`config.mk`:
```
export PLATFORM = sky130hd
export DESIGN_NAME = mem_arbiter
export DESIGN_NICKNAME = d
export VERILOG_FILES = /design/src/rtl/mem_arbiter.sv
export SDC_FILE = /design/constraint.sdc
export NUM_CORES = 1
export LEC_CHECK = 0
export ABC_AREA = 1
export CAP_MARGIN = 20
export CORE_AREA = 2 2 137 139
export DETAILED_ROUTE_END_ITERATION = 6
export DIE_AREA = 0 0 139 141
export GPL_TIMING_DRIVEN = 0
export PLACE_DENSITY_LB_ADDON = 0.2
export SETUP_SLACK_MARGIN = 0.02
export SLEW_MARGIN = 20
export SYNTH_ARGS = -nofsm -noshare
export SYNTH_HDL_FRONTEND = slang
export SYNTH_SLANG_ARGS = --single-unit
```
`constraint.sdc`:
```
create_clock -name clk_i -period 4.33 [get_ports clk_i]
set_clock_uncertainty 0.05 [all_clocks]
set_input_delay 0.433 -clock clk_i [delete_from_list [all_inputs] [get_ports clk_i]]
set_output_delay 0.433 -clock clk_i [all_outputs]
set_load 0.03 [all_outputs]
```
`src/rtl/mem_arbiter.sv`:
```
// ----------------------------------------------------------------------------
// mem_arbiter
//
// Shares one single-port memory between the instruction fetch path and the
// load/store path. One transaction is in flight at a time: the winner's fields
// are latched, presented on the memory port until accepted, and the response
// is routed back to whichever requester owns the transaction.
//
// Arbitration: data wins by default. A starvation counter tracks consecutive
// data wins while fetch is waiting; once it reaches STARVE_MAX, a pending
// fetch is forced through. A fetch flush (taken branch/jump) seen while fetch
// owns the port lets the memory transaction finish but swallows its response.
//
// Ports:
//   clk_i, reset_i          clock, asynchronous active-high reset
//   fetch_req_i/addr_i      fetch request and address
//   fetch_flush_i           discard the outstanding fetch response
//   fetch_gnt_o             1-cycle pulse: fetch transaction latched
//   fetch_rvalid_o/rdata_o  1-cycle response pulse and held read data
//   data_req_i/we_i/addr_i/wdata_i/be_i   load/store request and fields
//   data_gnt_o              1-cycle pulse: data transaction latched
//   data_rvalid_o/rdata_o   1-cycle response pulse and held read data
//   mem_req_o..mem_be_o     memory request and latched transaction fields
//   mem_gnt_i               memory accepted the request
//   mem_rvalid_i/rdata_i    memory response (read data or write ack)
// ----------------------------------------------------------------------------
module mem_arbiter #(
    parameter int unsigned ADDR_W     = 32,
    parameter int unsigned DATA_W     = 32,
    parameter int unsigned STARVE_MAX = 4
) (
    input  logic                  clk_i,
    input  logic                  reset_i,

    input  logic                  fetch_req_i,
    input  logic [ADDR_W-1:0]     fetch_addr_i,
    input  logic                  fetch_flush_i,
    output logic                  fetch_gnt_o,
    output logic                  fetch_rvalid_o,
    output logic [DATA_W-1:0]     fetch_rdata_o,

    input  logic                  data_req_i,
    input  logic                  data_we_i,
    input  logic [ADDR_W-1:0]     data_addr_i,
    input  logic [DATA_W-1:0]     data_wdata_i,
    input  logic [DATA_W/8-1:0]   data_be_i,
    output logic                  data_gnt_o,
    output logic                  data_rvalid_o,
    output logic [DATA_W-1:0]     data_rdata_o,

    output logic                  mem_req_o,
    output logic                  mem_we_o,
    output logic [ADDR_W-1:0]     mem_addr_o,
    output logic [DATA_W-1:0]     mem_wdata_o,
    output logic [DATA_W/8-1:0]   mem_be_o,
    input  logic                  mem_gnt_i,
    input  logic                  mem_rvalid_i,
    input  logic [DATA_W-1:0]     mem_rdata_i
);

    localparam int unsigned CNT_W = (STARVE_MAX > 0) ? $clog2(STARVE_MAX + 1) : 1;
    localparam logic [CNT_W-1:0] CNT_MAX = CNT_W'(STARVE_MAX);

    typedef enum logic [1:0] {
        StIdle,
        StReq,
        StWait
    } state_e;

    state_e           state_q;
    logic             owner_data_q;   // 1: data path owns the port, 0: fetch
    logic             drop_q;         // fetch response to be swallowed
    logic [CNT_W-1:0] starve_cnt_q;

    logic fetch_wins;
    logic flush_hit;

    always_comb begin
        fetch_wins = fetch_req_i && (!data_req_i || (starve_cnt_q == CNT_MAX));
        // Only meaningful in REQ/WAIT, where owner_data_q is valid.
        flush_hit  = fetch_flush_i && !owner_data_q;
    end

    always_ff @(posedge clk_i or posedge reset_i) begin
        if (reset_i) begin
            state_q        <= StIdle;
            owner_data_q   <= 1'b0;
            drop_q         <= 1'b0;
            starve_cnt_q   <= '0;
            fetch_gnt_o    <= 1'b0;
            fetch_rvalid_o <= 1'b0;
            fetch_rdata_o  <= '0;
            data_gnt_o     <= 1'b0;
            data_rvalid_o  <= 1'b0;
            data_rdata_o   <= '0;
            mem_req_o      <= 1'b0;
            mem_we_o       <= 1'b0;
            mem_addr_o     <= '0;
            mem_wdata_o    <= '0;
            mem_be_o       <= '0;
        end else begin
            // Pulses last exactly one cycle unless re-asserted below.
            fetch_gnt_o    <= 1'b0;
            data_gnt_o     <= 1'b0;
            fetch_rvalid_o <= 1'b0;
            data_rvalid_o  <= 1'b0;

            unique case (state_q)
                StIdle: begin
                    drop_q <= 1'b0;

                    if (!fetch_req_i || fetch_wins) begin
                        starve_cnt_q <= '0;
                    end else if (starve_cnt_q != CNT_MAX) begin
                        starve_cnt_q <= starve_cnt_q + CNT_W'(1);
                    end

                    if (fetch_req_i || data_req_i) begin
                        state_q   <= StReq;
                        mem_req_o <= 1'b1;
                        if (fetch_wins) begin
                            owner_data_q <= 1'b0;
                            fetch_gnt_o  <= 1'b1;
                            mem_we_o     <= 1'b0;
                            mem_addr_o   <= fetch_addr_i;
                            mem_wdata_o  <= '0;
                            mem_be_o     <= '1;
                        end else begin
                            owner_data_q <= 1'b1;
                            data_gnt_o   <= 1'b1;
                            mem_we_o     <= data_we_i;
                            mem_addr_o   <= data_addr_i;
                            mem_wdata_o  <= data_wdata_i;
                            mem_be_o     <= data_we_i ? data_be_i : '1;
                        end
                    end
                end

                StReq: begin
                    if (flush_hit) begin
                        drop_q <= 1'b1;
                    end
                    if (mem_gnt_i) begin
                        mem_req_o <= 1'b0;
                        state_q   <= StWait;
                    end
                end

                StWait: begin
                    if (flush_hit) begin
                        drop_q <= 1'b1;
                    end
                    if (mem_rvalid_i) begin
                        state_q <= StIdle;
                        drop_q  <= 1'b0;
                        if (owner_data_q) begin
                            data_rdata_o  <= mem_rdata_i;
                            data_rvalid_o <= 1'b1;
                        end else if (!drop_q && !fetch_flush_i) begin
                            // A flush in the response cycle also suppresses it.
                            fetch_rdata_o  <= mem_rdata_i;
                            fetch_rvalid_o <= 1'b1;
                        end
                    end
                end

                default: begin
                    state_q <= StIdle;
                end
            endcase
        end
    end

endmodule

```
==> flow_metrics.py <==
metrics = {
    "global_route": {
        "grt_pass1_vias": 5810,
        "grt_usage_pct": 19.0,
        "grt-ovfl-total": 0,
        "grt_antenna_before_repair": 0,
        "grt_max_degree": 34,
        "grt_pass1_wl_um": 29800,
    },
    "floorplan": {
        "start_util_pct": 34.1,
        "io-pin-count": 278,
        "core_sq_mm": 0.0183,
        "die_h_um": 141,
        "rows": 50,
        "die-area_sq_mm": 0.0196,
        "die_w_um": 139,
    },
    "worst_hold_path": {
        "worstHoldPathType": "in2async",
    },
    "cts": {
        "hold_buffers": 0,
        "cts_setup_buffers": 0,
        "clockBufferDepth": 2,
        "numCtsBuffers": 17,
        "cts.sinks": 145,
        "worstSkewPairLatency_ns": 0.41,
        "cts_tree": "built",
        "clk_pin_slew_worst_paths_ns": 0.07,
        "ctsResizeCount": 0,
        "htreeDepth": 4,
        "root_buffer": "clkbuf_16",
    },
    "setup_path": {
        "worst_setup_path_end_kind": "output port",
        "critPathKind": "reg2out",
        "cp.required_ns": 3.85,
        "max_stage_delay_ns": 0.69,
        "cp_slowest_cell": "clkdlybuf4s50_1",
        "arrival_ns": 1.49,
        "cp-startpoint": "mem_wdata_o[30]$_DFFE_PP0P_",
        "startpoint_type": "flip-flop",
        "cp_max_fo": 2,
        "path_cells": "clkdlybuf4s50_1",
        "rr_startpoint": "state_q[0]$_DFFE_PP0P_",
        "worst-path-buf-inv": 1,
        "critPathTopFamily": "buffers and inverters",
    },
    "logic_synthesis": {
        "yosysSeqAreaShare_pct": 58.2,
        "syn_nets": 895,
        "netlist_instances": 749,
        "synth_edf_count": 0,
        "synth_area_leaders": "dfrtp_1 (58%), nand2_1 (18%), inv_1 (6.8%)",
        "synth_top_area_share_pct": 58.2,
        "ys.flop_type": "dfrtp_1",
        "synthTopCellsByCount": "nand2_1 (291), dfrtp_1 (145), inv_1 (113), nand3_1 (73), o21ai_0 (69)",
        "yosysMostFrequentCell": "nand2_1",
        "synth_top_area_cell": "dfrtp_1",
        "ys_types": 19,
        "syn_area_sq_mm": 0.00623,
        "synth_area_per_cell_sq_um": 8.32,
        "yosysWarnings": 0,
        "synthArstFlopShare_pct": 100,
        "ys_seq_elements": 145,
    },
    "sta": {
        "hold_viol_final": 0,
        "tightestPinTransition_ns": 0.484,
        "max-slew-margin-rel_pct": 67.8,
        "period_minus_slack_ns": 1.97,
        "layout_worst_path_cycle_share_pct": 45.5,
        "setup_slack_ns": 2.36,
        "rsz0062_at_grt": "false",
        "setup_violations": 0,
        "drv_slew": 0,
        "setup-tns-final_ns": 0,
        "fmax_mhz": 508,
    },
    "run_status": {
        "status": "completed",
    },
    "pwr": {
        "p_leak_uw": 0.00503,
        "vdd_drop_max_mv": 0.386,
        "power.density_mw_per_mm2": 753,
    },
    "route": {
        "drtPass1Iterations": 5,
        "drc": 0,
        "vias_per_cell": 4.40,
        "antenna_left": 0,
        "wl_per_cell_um": 13.7,
        "initialDrtViolationCount": 179,
        "drt_wl_total_um": 17800,
        "dr_total_vias": 5703,
    },
    "cells_and_area": {
        "drive_gt1_share_pct": 6.50,
        "antenna_cells": 0,
        "layoutNonFillerInstCount": 1296,
        "fin_area_sq_mm": 0.00996,
        "fillers": 1714,
        "nets": 1195,
        "area_delta_synth_final_pct": 60.0,
        "fin_util_pct": 54.5,
    },
    "placed_design": {
        "dp.cells": 1264,
        "gp_congestion": 0.804,
        "hpwlAfterDp_um": 13300,
        "place_ws_ns": 2.29,
        "place_area_sq_mm": 0.00939,
        "portBuffers": 276,
    },
    "run": {
        "maxCapViolations": 0,
    },
}
==> flip-flops by register name (all words and copies together) (netlist names) <==
signal and flops:
state_q 2, drop_q 1, mem_addr_o 32, data_rdata_o 32, mem_wdata_o 32, mem_we_o 1
mem_req_o 1, fetch_gnt_o 1, data_rvalid_o 1, fetch_rdata_o 32, starve_cnt_q 3, mem_be_o 4
owner_data_q 1, fetch_rvalid_o 1, data_gnt_o 1
==> final timing paths <==
kind,endpoint,slack (ns),cells past startpoint
worst max-delay path,mem_wdata_o[30],2.36,1
worst min-delay path,fetch_rvalid_o$_DFF_PP0_,0.19,2
worst max register to register,data_rdata_o[26]$_DFFE_PP0P_,2.55,7
worst min register to register,mem_addr_o[26]$_DFFE_PP0P_,0.43,2
max in group asynchronous,data_rdata_o[4]$_DFFE_PP0P_,3.43,4
min in group clk_i,mem_addr_o[31]$_DFFE_PP0P_,0.39,4
==> per-layer routing <==
metal	global-route usage, %	share of wire [%]
met3	6.56	8.5
met4	7.02	2.4
met5	0	0
met2	29.8	45
met1	24.5	44
==> kinds of logic after synthesis <==
kind of cell | after synthesis | synth area share, %
AO/OA/AOI/OAI | 72 | 5.82
XOR/XNOR | 1 | 0.141
adder cells (fa/ha/maj) | 6 | 1.21
buffers and inverters | 155 | 10.5
flip-flops | 145 | 58.2
AND/OR/NAND/NOR | 370 | 24.0
==> metrics by stage <==
step	hold WS (ns)	power, uW
4_1_cts	0.163	7610
2_1_floorplan	0.428	4440
6_report	0.186	7510
3_5_place_dp	0.414	6130
5_1_grt	0.163	8010
3_3_place_gp	0.412	6080
==> where the power goes <==
group | leakage, uW | switching [uW] | total [uW] | internal, uW
Combinational | 0.00293 | 2240 | 3770 | 1530
Clock | 0.000274 | 622 | 1430 | 806
Sequential | 0.00182 | 333 | 2310 | 1980
==> area by class of cell <==
class	instances	area (sq um)	share of cell area, %
clock inverter	15	150	1.51
tap	234	293	2.94
buffer	39	220	2.21
timing repair buffer	281	2860	28.7
clock buffer	17	425	4.27
sequential	145	3630	36.4
inverter	116	440	4.42
multi-input combinational	449	1940	19.5
==> placed cells by master, fill, tap and decap left out, drive strengths merged <==
cell type        n
clkinv           7
o21ai           70
buf             30
xor2             1
nor2             5
ha               6
o21bai           1
nand2          292
inv            119
dfrtp          145
clkdlybuf4s50  276
nand3           73
clkbuf          31
a21oi            1
bufinv           1
clkinvlp         4
No activity file was read; power rests on OpenSTA's default activity.
